### src/rtl/sitcp_tx_mux.sv
// sitcp_tx_mux: round-robin N-channel byte framer feeding the SiTCP TCP TX port.
// Define SITCP_TX_MUX_CHKSUM_EN to append a mod-256 payload sum after the trailer.
module sitcp_tx_mux #(
    parameter int         N_CH      = 4,
    parameter int         BURST_LEN = 64,
    parameter logic [7:0] HDR_BYTE  = 8'hA5
) (
    input  logic              CLK,
    input  logic              RST,
    input  logic              TCP_OPEN_ACK,
    input  logic              TCP_TX_FULL,
    output logic              TCP_TX_WR,
    output logic [7:0]        TCP_TX_DATA,
    input  logic [N_CH-1:0]   CH_EN,
    input  logic [N_CH-1:0]   CH_VALID,
    input  logic [8*N_CH-1:0] CH_DATA,
    output logic [N_CH-1:0]   CH_READY,
    output logic              BUSY,
    output logic [31:0]       FRAME_CNT
);

    if (N_CH < 1 || N_CH > 16) begin : g_bad_nch
        $error("sitcp_tx_mux: N_CH must be in 1..16");
    end
    if (BURST_LEN < 1 || BURST_LEN > 255) begin : g_bad_burst
        $error("sitcp_tx_mux: BURST_LEN must be in 1..255");
    end

    typedef enum logic [2:0] {
        S_IDLE,
        S_HDR,
        S_CHID,
        S_PAYLOAD,
        S_TRAILER
`ifdef SITCP_TX_MUX_CHKSUM_EN
        , S_CHK
`endif
    } state_t;

    state_t      state_q, state_d;
    logic [3:0]  grant_q, grant_d;
    logic [3:0]  last_q, last_d;
    logic [7:0]  cnt_q, cnt_d;
    logic        wr_q, wr_d;
    logic [7:0]  data_q, data_d;
    logic [31:0] frame_cnt_q, frame_cnt_d;
`ifdef SITCP_TX_MUX_CHKSUM_EN
    logic [7:0]  sum_q, sum_d;
`endif

    logic        found;
    logic [3:0]  pick;
    logic [7:0]  g_byte;
    logic        g_valid;
    logic        pay_rdy;
    logic        done;

    always_ff @(posedge CLK or posedge RST) begin
        if (RST) begin
            state_q     <= S_IDLE;
            grant_q     <= '0;
            last_q      <= 4'(N_CH - 1);
            cnt_q       <= '0;
            wr_q        <= 1'b0;
            data_q      <= '0;
            frame_cnt_q <= '0;
`ifdef SITCP_TX_MUX_CHKSUM_EN
            sum_q       <= '0;
`endif
        end else begin
            state_q     <= state_d;
            grant_q     <= grant_d;
            last_q      <= last_d;
            cnt_q       <= cnt_d;
            wr_q        <= wr_d;
            data_q      <= data_d;
            frame_cnt_q <= frame_cnt_d;
`ifdef SITCP_TX_MUX_CHKSUM_EN
            sum_q       <= sum_d;
`endif
        end
    end

    // Granted channel's byte/valid, and round-robin search from last_q+1.
    always_comb begin
        g_byte  = '0;
        g_valid = 1'b0;
        found   = 1'b0;
        pick    = grant_q;
        for (int i = 0; i < N_CH; i++) begin
            if (grant_q == 4'(i)) begin
                g_byte  = CH_DATA[8*i +: 8];
                g_valid = CH_VALID[i];
            end
        end
        for (int k = 1; k <= N_CH; k++) begin
            for (int i = 0; i < N_CH; i++) begin
                if (!found && CH_VALID[i] && CH_EN[i] &&
                    i == (int'(last_q) + k) % N_CH) begin
                    found = 1'b1;
                    pick  = 4'(i);
                end
            end
        end
    end

    assign pay_rdy = (state_q == S_PAYLOAD) && !TCP_TX_FULL && TCP_OPEN_ACK;

    always_comb begin
        CH_READY = '0;
        for (int i = 0; i < N_CH; i++) begin
            CH_READY[i] = pay_rdy && (grant_q == 4'(i));
        end
    end

    always_comb begin
        state_d     = state_q;
        grant_d     = grant_q;
        last_d      = last_q;
        cnt_d       = cnt_q;
        wr_d        = 1'b0;
        data_d      = data_q;
        frame_cnt_d = frame_cnt_q;
        done        = 1'b0;
`ifdef SITCP_TX_MUX_CHKSUM_EN
        sum_d       = sum_q;
`endif
        if (!TCP_OPEN_ACK) begin
            state_d = S_IDLE;
            cnt_d   = '0;
        end else begin
            unique case (state_q)
                S_IDLE: begin
                    if (found) begin
                        grant_d = pick;
                        state_d = S_HDR;
                    end
                end
                S_HDR: begin
                    if (!TCP_TX_FULL) begin
                        wr_d    = 1'b1;
                        data_d  = HDR_BYTE;
                        cnt_d   = '0;
`ifdef SITCP_TX_MUX_CHKSUM_EN
                        sum_d   = '0;
`endif
                        state_d = S_CHID;
                    end
                end
                S_CHID: begin
                    if (!TCP_TX_FULL) begin
                        wr_d    = 1'b1;
                        data_d  = {4'h0, grant_q};
                        state_d = S_PAYLOAD;
                    end
                end
                S_PAYLOAD: begin
                    if (!TCP_TX_FULL) begin
                        if (g_valid) begin
                            wr_d   = 1'b1;
                            data_d = g_byte;
                            cnt_d  = cnt_q + 8'd1;
`ifdef SITCP_TX_MUX_CHKSUM_EN
                            sum_d  = sum_q + g_byte;
`endif
                            if (cnt_q + 8'd1 == 8'(BURST_LEN)) state_d = S_TRAILER;
                        end else if (cnt_q != 8'd0) begin
                            state_d = S_TRAILER;
                        end
                    end
                end
                S_TRAILER: begin
                    if (!TCP_TX_FULL) begin
                        wr_d   = 1'b1;
                        data_d = cnt_q;
`ifdef SITCP_TX_MUX_CHKSUM_EN
                        state_d = S_CHK;
`else
                        done   = 1'b1;
`endif
                    end
                end
`ifdef SITCP_TX_MUX_CHKSUM_EN
                S_CHK: begin
                    if (!TCP_TX_FULL) begin
                        wr_d   = 1'b1;
                        data_d = sum_q;
                        done   = 1'b1;
                    end
                end
`endif
                default: state_d = S_IDLE;
            endcase
            if (done) begin
                frame_cnt_d = frame_cnt_q + 32'd1;
                last_d      = grant_q;
                cnt_d       = '0;
                state_d     = S_IDLE;
            end
        end
    end

    assign TCP_TX_WR   = wr_q;
    assign TCP_TX_DATA = data_q;
    assign BUSY        = (state_q != S_IDLE);
    assign FRAME_CNT   = frame_cnt_q;

endmodule

### config.mk
export PLATFORM = sky130hd
export DESIGN_NAME = sitcp_tx_mux
export DESIGN_NICKNAME = d
export VERILOG_FILES = /design/src/rtl/sitcp_tx_mux.sv
export SDC_FILE = /design/constraint.sdc
export NUM_CORES = 1
export LEC_CHECK = 0
export ABC_AREA = 1
export CAP_MARGIN = 0
export CORE_ASPECT_RATIO = 1.4
export CORE_UTILIZATION = 40
export CTS_BUF_LIST = sky130_fd_sc_hd__clkbuf_2 sky130_fd_sc_hd__clkbuf_4 sky130_fd_sc_hd__clkbuf_8
export DETAILED_ROUTE_END_ITERATION = 10
export PLACE_DENSITY = 0.7
export SETUP_SLACK_MARGIN = 0.4
export SKIP_CTS_REPAIR_TIMING = 1
export SLEW_MARGIN = 15
export SYNTH_ARGS = -nofsm -noshare
export SYNTH_HDL_FRONTEND = slang
export SYNTH_SLANG_ARGS = --single-unit
### constraint.sdc
create_clock -name CLK -period 2.3 [get_ports CLK]
set_clock_uncertainty 0.2 [all_clocks]
set_input_delay 0.46 -clock CLK [delete_from_list [all_inputs] [get_ports CLK]]
set_output_delay 0.46 -clock CLK [all_outputs]
set_load 0.01 [all_outputs]
Yosys cells after proc, flatten, opt, wreduce, memory -nomap -nowiden:

Index checks and enable logic that the tools add are counted.

* add/sub/neg operators: 6
* bitwise logic cells: 4
* multiplexer cells: 69
* equal/unequal tests: 34
* reductions and logical operators: 89

Operator list (count)
* 32-bit logical NOT: 4
* 8-bit two-way mux: 14
* 4-bit two-way mux: 16
* 1-bit logical AND: 53
* 32-bit by 1-bit adder with 32-bit output (second input constant): 1
* 8-bit case mux with 4 select lines: 1
* 3-bit two-way mux: 9
* 1-bit two-way mux: 26
* 3-bit == test (first input constant): 8
* 1-bit logical NOT: 16
* 8-bit case mux with 2 select lines: 1
* 16-bit nonzero test: 1
* 3-bit case mux with 5 select lines: 1
* 7-bit AND reduction: 2
* 2-bit by 3-bit == test with 1-bit output (first input constant): 4
* 4-bit inequality test (second input constant): 3
* 2-bit inequality test (second input constant): 5
* 5-bit by 3-bit inequality test with 1-bit output (second input constant): 2
* 8-bit by 1-bit adder with 8-bit output (second input constant): 1
* 4-bit by 2-bit == test with 1-bit output (second input constant): 2
* 8-bit by 7-bit == test with 1-bit output (second input constant): 1
* 4-bit by 3-bit inequality test with 1-bit output (second input constant): 2
* 4-bit AND reduction: 2
* 8-bit nonzero test: 1
* 17 further kinds: 26

* flip-flop bits (word level): 58
* output and inout port bits: 46
* input port bits: 44
* logic and storage cells: 209

Logic depth before layout (Yosys ltp):

* word-level depth: 85
* mapped depth: 15
* mapped depth without buffers: 15

Least setup slack after synthesis:

Ideal clock, no wire load.

* path kind: flip-flop to flip-flop
* from: register state_q[0]
* to: register frame_cnt_q[30], in the netlist FRAME_CNT[30]
* arrival time: 1804 ps
* buffers on the path: 1
* library setup time: 125 ps
* required time: 1975 ps
* clock period less this slack: 2130 ps
* stages on the path, launching flop included: 13
* slack: 170 ps
* path through: dfrtp_1 -> inv_2 -> nand2_4 -> nor2_8 -> nand2_4 -> buf_6 -> nor2_8 -> nand3_2 -> nor3b_4 -> nand4_2 -> nor2_2 -> nand4_2 -> xnor2_1

* word-level cells in the longest chain between the ends: 4

Ends and longest elaborated chain
* start: declaration: RTL line 40 `state_t state_q, state_d;`
* start signal: assignment: RTL line 71 `state_q <= state_d;`
* 3-bit == test: RTL line 132 `unique case (state_q)`
* 1-bit two-way mux: RTL line 132
* 1-bit two-way mux: RTL line 128 `if (!TCP_OPEN_ACK) begin`
* 2-bit AND reduction (no line)
* end signal: assignment: RTL line 77 `frame_cnt_q <= frame_cnt_d;`
* end: declaration: RTL line 46 `logic [31:0] frame_cnt_q, frame_cnt_d;`

Every way passes these cells. The select of a mux whose other input is x is not followed.
A chain may end at the register's enable or synchronous reset.

Worst setup path in the final report:

* from: register state_q[1]
* to: register frame_cnt_q[27], in the netlist FRAME_CNT[27]

The elaborated chain is that of the path after synthesis.

==> qor.yml <==
global_route:
  track_usage: 0.224
  grt_pass1_vias: 3504
  grt-ovfl-total: 0
  grt_max_degree: 29
  antenna_found_initial: 0
  grt_pass1_wl_um: 15700
logic_synthesis:
  synth_cell_types: 46
  synthMuxAreaShare: 0
  yosysWarnings: 0
  syn_inst: 441
  async_flop_share: 1.00
  synth-xor-area-share: 0.0838
  synthAdderAreaFrac: 0.0109
  synth_top_family_by_area: "simple AND/OR/NAND/NOR gates"
  syn_nets: 488
  synth.cell_area_mm2: 0.00345
  yosys.area_share.simple: 0.314
  synth_compound_area_frac: 0.105
  synth_edf_count: 0
  synth-seq-cells: 56
  syn-mean-instance-area_um2: 7.82
  synth-main-ff-cell: "dfrtp_1"
  synth_sequential_area_ratio: 0.407
min_path:
  min_path_type: "reg -> reg"
  holdPathStages: 2
timing:
  relSlewSlack: 0.687
  hold_viol: 0
  fmax_ghz: 0.415
  fin_tns_setup_ps: -503
  setup_viol: 11
  fin_crit_ps: 2410
  worstMarginPinSlew_ps: 469
  final.setup.worst_slack_ps: -111
  timing.final.crit_share: 1.05
  hold_ws_ps: 293
  rsz0062_at_grt: "yes"
  maxSlewViolCount: 0
setup_path:
  path_max_fanout: 3
  critical_path_class: "reg -> reg"
  arrival_ps: 2450
  worst_ep_required_time_ps: 2330
  crit_path_start_kind: "flop"
  rr_worst_depth: 10
  end_kind: "flop"
floorplan:
  ios: 90
  die_width_um: 80.5
  rows: 39
  start_util: 0.418
  die_area_mm2: 0.00900
  fp.coreArea_mm2: 0.00825
  die_h_um: 112
status:
  violations: "setup timing"
  status: "finished with violations"
clocking:
  cts_buffers: 5
  clk_pin_slew_ps: 100
  cts_tree: "yes"
  cts_sinks: 56
  clock_latency_ps: 310
  clock_path_buffers: 2
  cts_htree_levels: 2
  cts-root-buf: "clkbuf_8"
drt:
  initialDrtViolationCount: 188
  num_vias: 3710
  vias_per_cell: 5.13
  firstDrtPassIters: 4
  final_antenna_net_count: 0
  detail_route.wl_per_cell_um: 14.8
  drt_wl_total_um: 10700
  drc_errors: 0
place:
  hpwl_um: 7610
  gp_congestion: 0.895
  io_buffers: 89
power:
  vdd_drop_max_uv: 336
  leakage_nw: 3.38
  power.density_mw_per_mm2: 583
cells_and_area:
  nets: 667
  area_growth_pct: 62.9
  diodes: 0
  fin_util: 0.682
  drive_gt1_frac: 0.288
run:
  drv_cap: 0
-- registers in the layout (all words and copies together), names as in the netlist --
name and count:
TCP_TX_DATA 8, cnt_q 8, grant_q 2, TCP_TX_WR 1, last_q 2, state_q 3
FRAME_CNT 32
-- stage by stage --
step,power [mW],setup slack [ps],area (µm²),std cells
after detailed placement,2.61,-492,4830,669
after floorplan,2.03,184,3510,441
after global placement,2.58,-432,4830,669
after global routing,3.50,-258,5620,723
final,3.28,-111,5620,723
after CTS,3.17,-410,4920,677
-- power by group --
part           switching, mW  internal, mW
sequential             0.113          1.11
clock                  0.330         0.242
combinational          0.844         0.644
total                   1.29          1.99
-- cell usage after synthesis (3+ instances only) --
| cell type | n | share of area |
|---|---|---|
| xor2_1 | 25 | 0.063 |
| a21oi_1 | 17 | 0.025 |
| dfrtp_1 | 54 | 0.39 |
| nor2_2 | 4 | 0.0073 |
| o22ai_1 | 7 | 0.013 |
| inv_1 | 61 | 0.066 |
| nor2_1 | 40 | 0.044 |
| o21ai_0 | 28 | 0.041 |
| nor3_2 | 4 | 0.012 |
| nand2_1 | 92 | 0.10 |
| ha_1 | 3 | 0.011 |
| inv_2 | 5 | 0.0054 |
| clkbuf_1 | 3 | 0.0033 |
| xnor2_1 | 8 | 0.020 |
| nor3_1 | 12 | 0.017 |
| nand3_1 | 26 | 0.038 |
| nand4_1 | 15 | 0.027 |
-- worst max-delay path: stages, from the launching register on --
cell and delay (ps):
dfrtp_1 430, inv_2 100, nand2_4 80, nor2_8 100, nand2_4 80, nor4_4 330
nand2_2 140, nor3b_4 290, nand4_1 220, nor3_2 220, xor2_1 150
-- path summary, 6_finish.rpt --
kind,slack [ps],to,startpoint
worst max-delay path,-110,FRAME_CNT[27],state_q[1]
worst max register to register,-110,FRAME_CNT[27],state_q[1]
min in group asynchronous,300,FRAME_CNT[14],RST
worst min register to register,290,TCP_TX_DATA[6],TCP_TX_DATA[6]
worst min-delay path,290,TCP_TX_DATA[6],TCP_TX_DATA[6]
max in group asynchronous,1080,FRAME_CNT[3],RST
-- area by class of cell --
| class | instances | area [µm²] |
|---|---|---|
| repair buffers | 177 | 1720 |
| multi-input cells | 314 | 2020 |
| clock buffers | 6 | 82.6 |
| inverters | 66 | 251 |
| fillers | 626 | 2630 |
| well taps | 102 | 128 |
| flip-flops and latches | 56 | 1410 |
| clock inverters | 2 | 10.0 |
-- layout by cell type, fill, tap and decap left out, types with 6 or more instances in the layout --
cell and count:
nor3_1 7, nand2_1 80, buf_6 11, clkdlybuf4s50_1 37, o22ai_1 7, nand4_1 15, xor2_1 23, xnor2_1 7
dfrtp_1 50, inv_1 54, inv_2 11, dlymetal6s2s_1 48, nor2_4 8, clkbuf_8 6, o21ai_0 28, a21oi_1 17
nor2_1 33, nand2_2 11, buf_4 75, nand3_1 20
-- kinds of logic after synthesis --
logic type | after synthesis
adders and majority gates | 3
xor gates and xnor gates | 33
AOI/OAI and AO/OA | 64
DFF | 56
buffers and inverters | 71
and+or+nand+nor | 214
-- routing by layer --
layer / part of all wire / track usage
met1: 0.38 / 0.256
met2: 0.52 / 0.389
met3: 0.066 / 0.0385
met4: 0.034 / 0.118
met5: 0 / 0
(Power assumes the default switching activity.)
